**config.mk**
```make
export PLATFORM = sky130hd
export DESIGN_NAME = cfg_desc_streamer
export DESIGN_NICKNAME = d
export VERILOG_FILES = /design/src/rtl/cfg_desc_pkg.sv /design/src/rtl/config_pkg.sv /design/src/rtl/cfg_desc_word_sel.sv /design/src/rtl/cfg_desc_streamer.sv
export SDC_FILE = /design/constraint.sdc
export NUM_CORES = 1
export LEC_CHECK = 0
export BUFFER_PORTS_ARGS = -buffer_cell sky130_fd_sc_hd__buf_2
export CORE_MARGIN = 2
export CORE_UTILIZATION = 45
export CTS_CLUSTER_DIAMETER = 150
export DETAILED_ROUTE_END_ITERATION = 10
export GPL_ROUTABILITY_DRIVEN = 1
export MAX_ROUTING_LAYER = met4
export PLACE_DENSITY = 0.83
export SLEW_MARGIN = 30
export SYNTH_ARGS = -nofsm -noshare
export SYNTH_HDL_FRONTEND = slang
export SYNTH_SLANG_ARGS = --single-unit
export TNS_END_PERCENT = 30
```
**constraint.sdc**
```tcl
create_clock -name clk_i -period 4.5 [get_ports clk_i]
set_input_delay 0 -clock clk_i [delete_from_list [all_inputs] [get_ports clk_i]]
set_output_delay 0 -clock clk_i [all_outputs]
set_load 0.005 [all_outputs]
```
**src/rtl/cfg_desc_pkg.sv**
```systemverilog
// Shared constants, state type and saturation helpers for the descriptor streamer.
// Optional feature macro: CFG_DESC_CHECKSUM_EN (appends an XOR checksum word).
package cfg_desc_pkg;

    localparam logic [15:0] DESC_MAGIC  = 16'hC7A6;
    localparam int unsigned NWORDS_BASE = 8;
`ifdef CFG_DESC_CHECKSUM_EN
    localparam int unsigned NWORDS      = NWORDS_BASE + 1;
`else
    localparam int unsigned NWORDS      = NWORDS_BASE;
`endif

    localparam int unsigned IDX_W       = 4;
    localparam int unsigned FW_NIBBLE   = 4;
    localparam int unsigned FW_BYTE     = 8;
    localparam int unsigned FW_HALF     = 16;
    localparam int unsigned MAGIC_LSB   = 16;
    localparam int unsigned NFLAGS      = 22;

    typedef enum logic [1:0] {
        IDLE = 2'd0,
        SEND = 2'd1,
        DONE = 2'd2
    } state_e;

    // Oversized values clamp to all-ones rather than wrapping.
    function automatic logic [FW_NIBBLE-1:0] sat4(input logic [31:0] v);
        return (v > 32'h0000_000F) ? 4'hF : v[FW_NIBBLE-1:0];
    endfunction

    function automatic logic [FW_BYTE-1:0] sat8(input logic [31:0] v);
        return (v > 32'h0000_00FF) ? 8'hFF : v[FW_BYTE-1:0];
    endfunction

    function automatic logic [FW_HALF-1:0] sat16(input logic [31:0] v);
        return (v > 32'h0000_FFFF) ? 16'hFFFF : v[FW_HALF-1:0];
    endfunction

endpackage

```
**src/rtl/config_pkg.sv**
```systemverilog
// Core configuration record: the subset of the CVA6 elaborated configuration
// that cfg_desc_streamer serializes. Every numeric field is 32 bits wide so oversized values can be saturated.
package config_pkg;

    typedef struct packed {
        logic [31:0] XLEN, VLEN, PLEN, GPLEN;
        logic        RVF, RVD, XF16, XF16ALT, XF8, RVA, RVB, RVV, RVC, RVH, RVZCB;
        logic        RVZCMP, XFVec, CvxifEn, RVZiCond, RVZicntr, RVZihpm, RVS, RVU;
        logic        MmuPresent, DebugEn, FpPresent;
        logic [31:0] FLen, NR_SB_ENTRIES, NrRgprPorts, NrWbPorts, NrIssuePorts, NrCommitPorts;
        logic [31:0] DCACHE_INDEX_WIDTH, DCACHE_SET_ASSOC, ICACHE_INDEX_WIDTH, ICACHE_SET_ASSOC;
        logic [31:0] DCACHE_LINE_WIDTH, ICACHE_LINE_WIDTH;
        logic [31:0] RASDepth, NrPMPEntries, DataTlbEntries, InstrTlbEntries;
        logic [31:0] BHTEntries, BTBEntries;
    } cva6_cfg_t;

    localparam cva6_cfg_t cva6_cfg_empty = '0;

endpackage

```
**src/rtl/cfg_desc_word_sel.sv**
```systemverilog
// Combinational map from descriptor index to 32-bit word; all words are
// elaboration-time constants. CFG_DESC_CHECKSUM_EN adds the XOR word at index 8.
module cfg_desc_word_sel
    import config_pkg::*, cfg_desc_pkg::*;
#(
    parameter config_pkg::cva6_cfg_t CVA6Cfg = config_pkg::cva6_cfg_empty
) (
    input  logic [IDX_W-1:0] i_index,
    output logic [31:0]      o_word
);

    localparam logic [31:0] W0 = {DESC_MAGIC, 8'h00, 8'(NWORDS)};
    localparam logic [31:0] W1 = {sat8(CVA6Cfg.GPLEN), sat8(CVA6Cfg.PLEN),
                                  sat8(CVA6Cfg.VLEN), sat8(CVA6Cfg.XLEN)};
    localparam logic [31:0] W2 = {10'd0,
        CVA6Cfg.FpPresent, CVA6Cfg.DebugEn, CVA6Cfg.MmuPresent, CVA6Cfg.RVU,
        CVA6Cfg.RVS, CVA6Cfg.RVZihpm, CVA6Cfg.RVZicntr, CVA6Cfg.RVZiCond,
        CVA6Cfg.CvxifEn, CVA6Cfg.XFVec, CVA6Cfg.RVZCMP, CVA6Cfg.RVZCB,
        CVA6Cfg.RVH, CVA6Cfg.RVC, CVA6Cfg.RVV, CVA6Cfg.RVB,
        CVA6Cfg.RVA, CVA6Cfg.XF8, CVA6Cfg.XF16ALT, CVA6Cfg.XF16,
        CVA6Cfg.RVD, CVA6Cfg.RVF};
    localparam logic [31:0] W3 = {sat8(CVA6Cfg.FLen), sat8(CVA6Cfg.NR_SB_ENTRIES),
                                  sat4(CVA6Cfg.NrRgprPorts), sat4(CVA6Cfg.NrWbPorts),
                                  sat4(CVA6Cfg.NrIssuePorts), sat4(CVA6Cfg.NrCommitPorts)};
    localparam logic [31:0] W4 = {sat8(CVA6Cfg.DCACHE_INDEX_WIDTH), sat8(CVA6Cfg.DCACHE_SET_ASSOC),
                                  sat8(CVA6Cfg.ICACHE_INDEX_WIDTH), sat8(CVA6Cfg.ICACHE_SET_ASSOC)};
    localparam logic [31:0] W5 = {sat16(CVA6Cfg.DCACHE_LINE_WIDTH), sat16(CVA6Cfg.ICACHE_LINE_WIDTH)};
    localparam logic [31:0] W6 = {sat8(CVA6Cfg.RASDepth), sat8(CVA6Cfg.NrPMPEntries),
                                  sat8(CVA6Cfg.DataTlbEntries), sat8(CVA6Cfg.InstrTlbEntries)};
    localparam logic [31:0] W7 = {sat16(CVA6Cfg.BHTEntries), sat16(CVA6Cfg.BTBEntries)};
`ifdef CFG_DESC_CHECKSUM_EN
    localparam logic [31:0] W8 = W0 ^ W1 ^ W2 ^ W3 ^ W4 ^ W5 ^ W6 ^ W7;
`endif

    // Index-to-word multiplexer; unused indices read as zero.
    always_comb begin
        o_word = 32'd0;
        case (i_index)
            4'd0:    o_word = W0;
            4'd1:    o_word = W1;
            4'd2:    o_word = W2;
            4'd3:    o_word = W3;
            4'd4:    o_word = W4;
            4'd5:    o_word = W5;
            4'd6:    o_word = W6;
            4'd7:    o_word = W7;
`ifdef CFG_DESC_CHECKSUM_EN
            4'd8:    o_word = W8;
`endif
            default: o_word = 32'd0;
        endcase
    end

endmodule

```
**src/rtl/cfg_desc_streamer.sv**
```systemverilog
// Streams the core-configuration descriptor as a valid/ready word sequence.
// Optional feature macro: CFG_DESC_CHECKSUM_EN (9-word descriptor with checksum).
module cfg_desc_streamer
    import config_pkg::*, cfg_desc_pkg::*;
#(
    parameter config_pkg::cva6_cfg_t CVA6Cfg = config_pkg::cva6_cfg_empty
) (
    input  logic        clk_i,
    input  logic        rst_i,
    input  logic        start_i,
    input  logic        abort_i,
    output logic [31:0] data_o,
    output logic        valid_o,
    output logic        last_o,
    input  logic        ready_i,
    output logic        busy_o,
    output logic        done_o
);

    localparam logic [IDX_W-1:0] LAST_IDX = IDX_W'(NWORDS - 32'd1);

    state_e           r_state;
    logic [IDX_W-1:0] r_idx;
    logic [31:0]      r_data;
    logic             r_last;
    logic [IDX_W-1:0] w_sel_idx;
    logic [31:0]      w_word;

    // Look up the word that will be presented after the next load.
    assign w_sel_idx = (r_state == SEND) ? (r_idx + 4'd1) : 4'd0;

    cfg_desc_word_sel #(
        .CVA6Cfg (CVA6Cfg)
    ) u_word_sel (
        .i_index (w_sel_idx),
        .o_word  (w_word)
    );

    // Transfer FSM with registered word/last outputs; abort outranks acceptance.
    always_ff @(posedge clk_i) begin
        if (rst_i) begin
            r_state <= IDLE;
            r_idx   <= 4'd0;
            r_data  <= 32'd0;
            r_last  <= 1'b0;
        end else begin
            case (r_state)
                IDLE: begin
                    if (start_i) begin
                        r_state <= SEND;
                        r_idx   <= 4'd0;
                        r_data  <= w_word;
                        r_last  <= 1'b0;
                    end
                end
                SEND: begin
                    if (abort_i) begin
                        r_state <= IDLE;
                        r_idx   <= 4'd0;
                        r_data  <= 32'd0;
                        r_last  <= 1'b0;
                    end else if (ready_i) begin
                        if (r_last) begin
                            r_state <= DONE;
                            r_idx   <= 4'd0;
                            r_data  <= 32'd0;
                            r_last  <= 1'b0;
                        end else begin
                            r_idx   <= r_idx + 4'd1;
                            r_data  <= w_word;
                            r_last  <= ((r_idx + 4'd1) == LAST_IDX);
                        end
                    end
                end
                DONE: begin
                    r_state <= IDLE;
                end
                default: begin
                    r_state <= IDLE;
                    r_idx   <= 4'd0;
                    r_data  <= 32'd0;
                    r_last  <= 1'b0;
                end
            endcase
        end
    end

    assign valid_o = (r_state == SEND);
    assign busy_o  = (r_state != IDLE);
    assign done_o  = (r_state == DONE);
    assign data_o  = r_data;
    assign last_o  = r_last;

endmodule

```
==> metrics.cfg <==
[global_route]
grt_pass1_vias=466
grt.total_usage=0.1441
grt_first_pass_wirelength_um=1911
grt_max_degree=14
overflow=0
antenna_found_initial=0

[pwr]
pwr-share-comb=0.208
vdd_drop_max_uv=124.2
clkPwrFrac=0.329
pwr-share-seq=0.463
netSwitchingFraction=0.2887
power_uw=167.4
power_density_mw_per_mm2=240.6
p_leak_uw=0.0003611
power.switching_uw=48.33
intPower_uw=119.1

[timing]
drv_slew=0
post-route-period-util=0.3452
hold_viol_final=0
finalSetupViolations=0
period_needed_ns=1.553
rsz0062_at_grt=no
setup_tns_ns=0
maxClockFrequency_ghz=0.6438
skew_ns=0.002499

[synth]
synthFlopType=dfxtp_1
synth_area_leaders=buf_4, dfxtp_1, nor2_1
syn_area_per_cell_um2=7.548
yosys-top-cells-count=buf_4, dfxtp_1, nor2_1
ys_ff_latch=8
netlist_instances=91
synthArstFlopShare=0
yosysUniqueCellTypes=23
synth_fa_ha_area_frac=0.03643
ys.warnings.count=0
synth_edf_count=0
yosysTopAreaCell=buf_4
synthMuxAreaShare=0
synth_seq_area_share=0.2332
synth_top_family_by_area=buffers and inverters
synth_top_area_share=0.3388
synth_compound_area_frac=0.1075
synth-simple-area-share=0.2259
synth_xor_area_frac=0.02550
syn_area_um2=686.9
synth.most_common_cell=buf_4

[placed_design]
port_buffers=18
place_congestion=0.8422
dp_hpwl_um=858.6
dpl_cell_area_um2=643.1

[run]
cap_violations=0

[floorplan]
die_area_mm2=0.001855
start_util=0.4668
rows=14
die_w_um=43.07
io_pins=41
fp.dieH_um=43.07
core_mm2=0.001471

[worst_setup_path]
crit_chain=or4b_4 > or3_1 > a21oi_2
path_class=flip-flop to flip-flop
endpoint_kind=flip-flop
critPathTopFamily=simple AND/OR/NAND/NOR gates
cpPeakStageDelay_ns=0.53
critPathSlowestCell=or4b_4
critPathLaunchType=flip-flop
path_max_fanout=9
worst-path-buf-inv=0
ff2ff_setup_slack_ns=2.95
arrival_ns=1.75
required_ns=4.69

[route]
avgViaCountPerCell=4.496
drc_errors=0
drtIter0Drc=10
drt-total-wl_um=1137
routedWlPerCell_um=9.397
ant_nets=0
firstDrtPassIters=4
via_count=544

[cts]
cts_buffers=3
worstSkewPairLatency_ns=0.25
cts_buffer_depth=2
cts_htree_levels=1
cts_tree=yes
root_buffer=clkbuf_4
cts.sinks=8
cts.repair.resized=0
clk_pin_slew_ns=0.05

[final_layout]
layout-drive-gt1-share=0.2286
num_antenna_cells=0
fill_cells=162
syn2layout_area_growth_pct=1.275
layout.nets=114
final_area_um2=695.7

[run_status]
status=finished, final reports clean

[hold_path]
hp-class=primary input to flip-flop

[registers in the layout, summed over array words and instances (netlist names)]
name     count
data_o       1
r_idx        4
r_state      2
last_o       1
[path summary, 6_finish.rpt]
kind,from,to,cells past startpoint
worst max-delay path,r_state[0]$_SDFFE_PP0P_,r_idx[1]$_SDFFE_PP0P_,3
worst min-delay path,start_i,r_state[0]$_SDFFE_PP0P_,3
worst max register to register,r_state[0]$_SDFFE_PP0P_,r_idx[1]$_SDFFE_PP0P_,3
worst min register to register,r_idx[3]$_SDFFE_PP0P_,r_idx[3]$_SDFFE_PP0P_,2
[cell usage in the layout (no fill, tap or decap), drive strengths merged, types with 2 or more instances in the layout]
cell type,n
conb,22
buf,18
dfxtp,8
nor2,7
a21oi,6
inv,5
o21ai,5
nor3,5
nand2,4
clkbuf,3
dlygate4sd3,3
nand3,2
xor2,2
nand4,2
nand2b,2
nor2b,2
ha,2
[cells by family (layout without fill, tap and decap cells)]
kind of cell	count (synthesis)	count (layout)
AO/OA/AOI/OAI	13	13
AND/OR/NAND/NOR	29	29
buffers and inverters	36	29
other	1	22
flip-flops	8	8
XOR/XNOR	2	2
adder cells (fa/ha/maj)	2	2
[repair_timing]
action | CTS | global route
buffers inserted | 0 | 0
hold endpoints to repair | 2 | 0
setup endpoints to repair | 0 | 0
hold buffers | 3 | 0
[final cells by class]
cell class | count | area, µm² | share of cell area
Multi-Input combinational cell | 68 | 354.1 | 0.5090
Inverter | 5 | 18.77 | 0.02698
Sequential cell | 8 | 160.2 | 0.2302
Tap cell | 16 | 20.02 | 0.02878
Clock buffer | 3 | 22.52 | 0.03237
Timing Repair Buffer | 21 | 120.1 | 0.1727
[worst register-to-register path, delay by kind of cell (launching register included)]
kind	cells	cell delay [ns]
AND/OR/NAND/NOR	2	0.91
flip-flops	1	0.45
AO/OA/AOI/OAI	1	0.13
[per-layer routing]
layer	share of wire	vias up	GRT usage
li1	-	279	-
met1	0.39	240	0.1550
met2	0.52	23	0.2333
met3	0.074	2	0.06383
met4	0.0088	0	0.05455
met5	0	-	-
[stage by stage]
| stage | setup WS [ns] | cells | utilization | hold slack (ns) |
|---|---|---|---|---|
| floorplan | 3.062 | 112 | - | 0.06244 |
| global placement | 3.008 | 115 | 0.4371 | 0.2454 |
| detailed placement | 2.958 | 115 | 0.4371 | 0.2420 |
| CTS | 2.937 | 121 | 0.4728 | 0.01691 |
| global route | 2.893 | 121 | 0.4728 | 0.02386 |
| finish | 2.947 | 121 | 0.4728 | 0.02195 |
[power by group through the flow]
| stage | Sequential (µW) | Combinational, µW | Clock (µW) |
|---|---|---|---|
| after floorplan | 78.6 | 42.8 | 0 |
| final | 77.5 | 34.8 | 55.1 |
| after global placement | 78.6 | 33.1 | 0 |
| after CTS | 77.6 | 34.7 | 58.5 |
| after detailed placement | 79.1 | 33.2 | 0 |
| after global routing | 78.3 | 39.4 | 61.7 |
(Power assumes the default switching activity.)
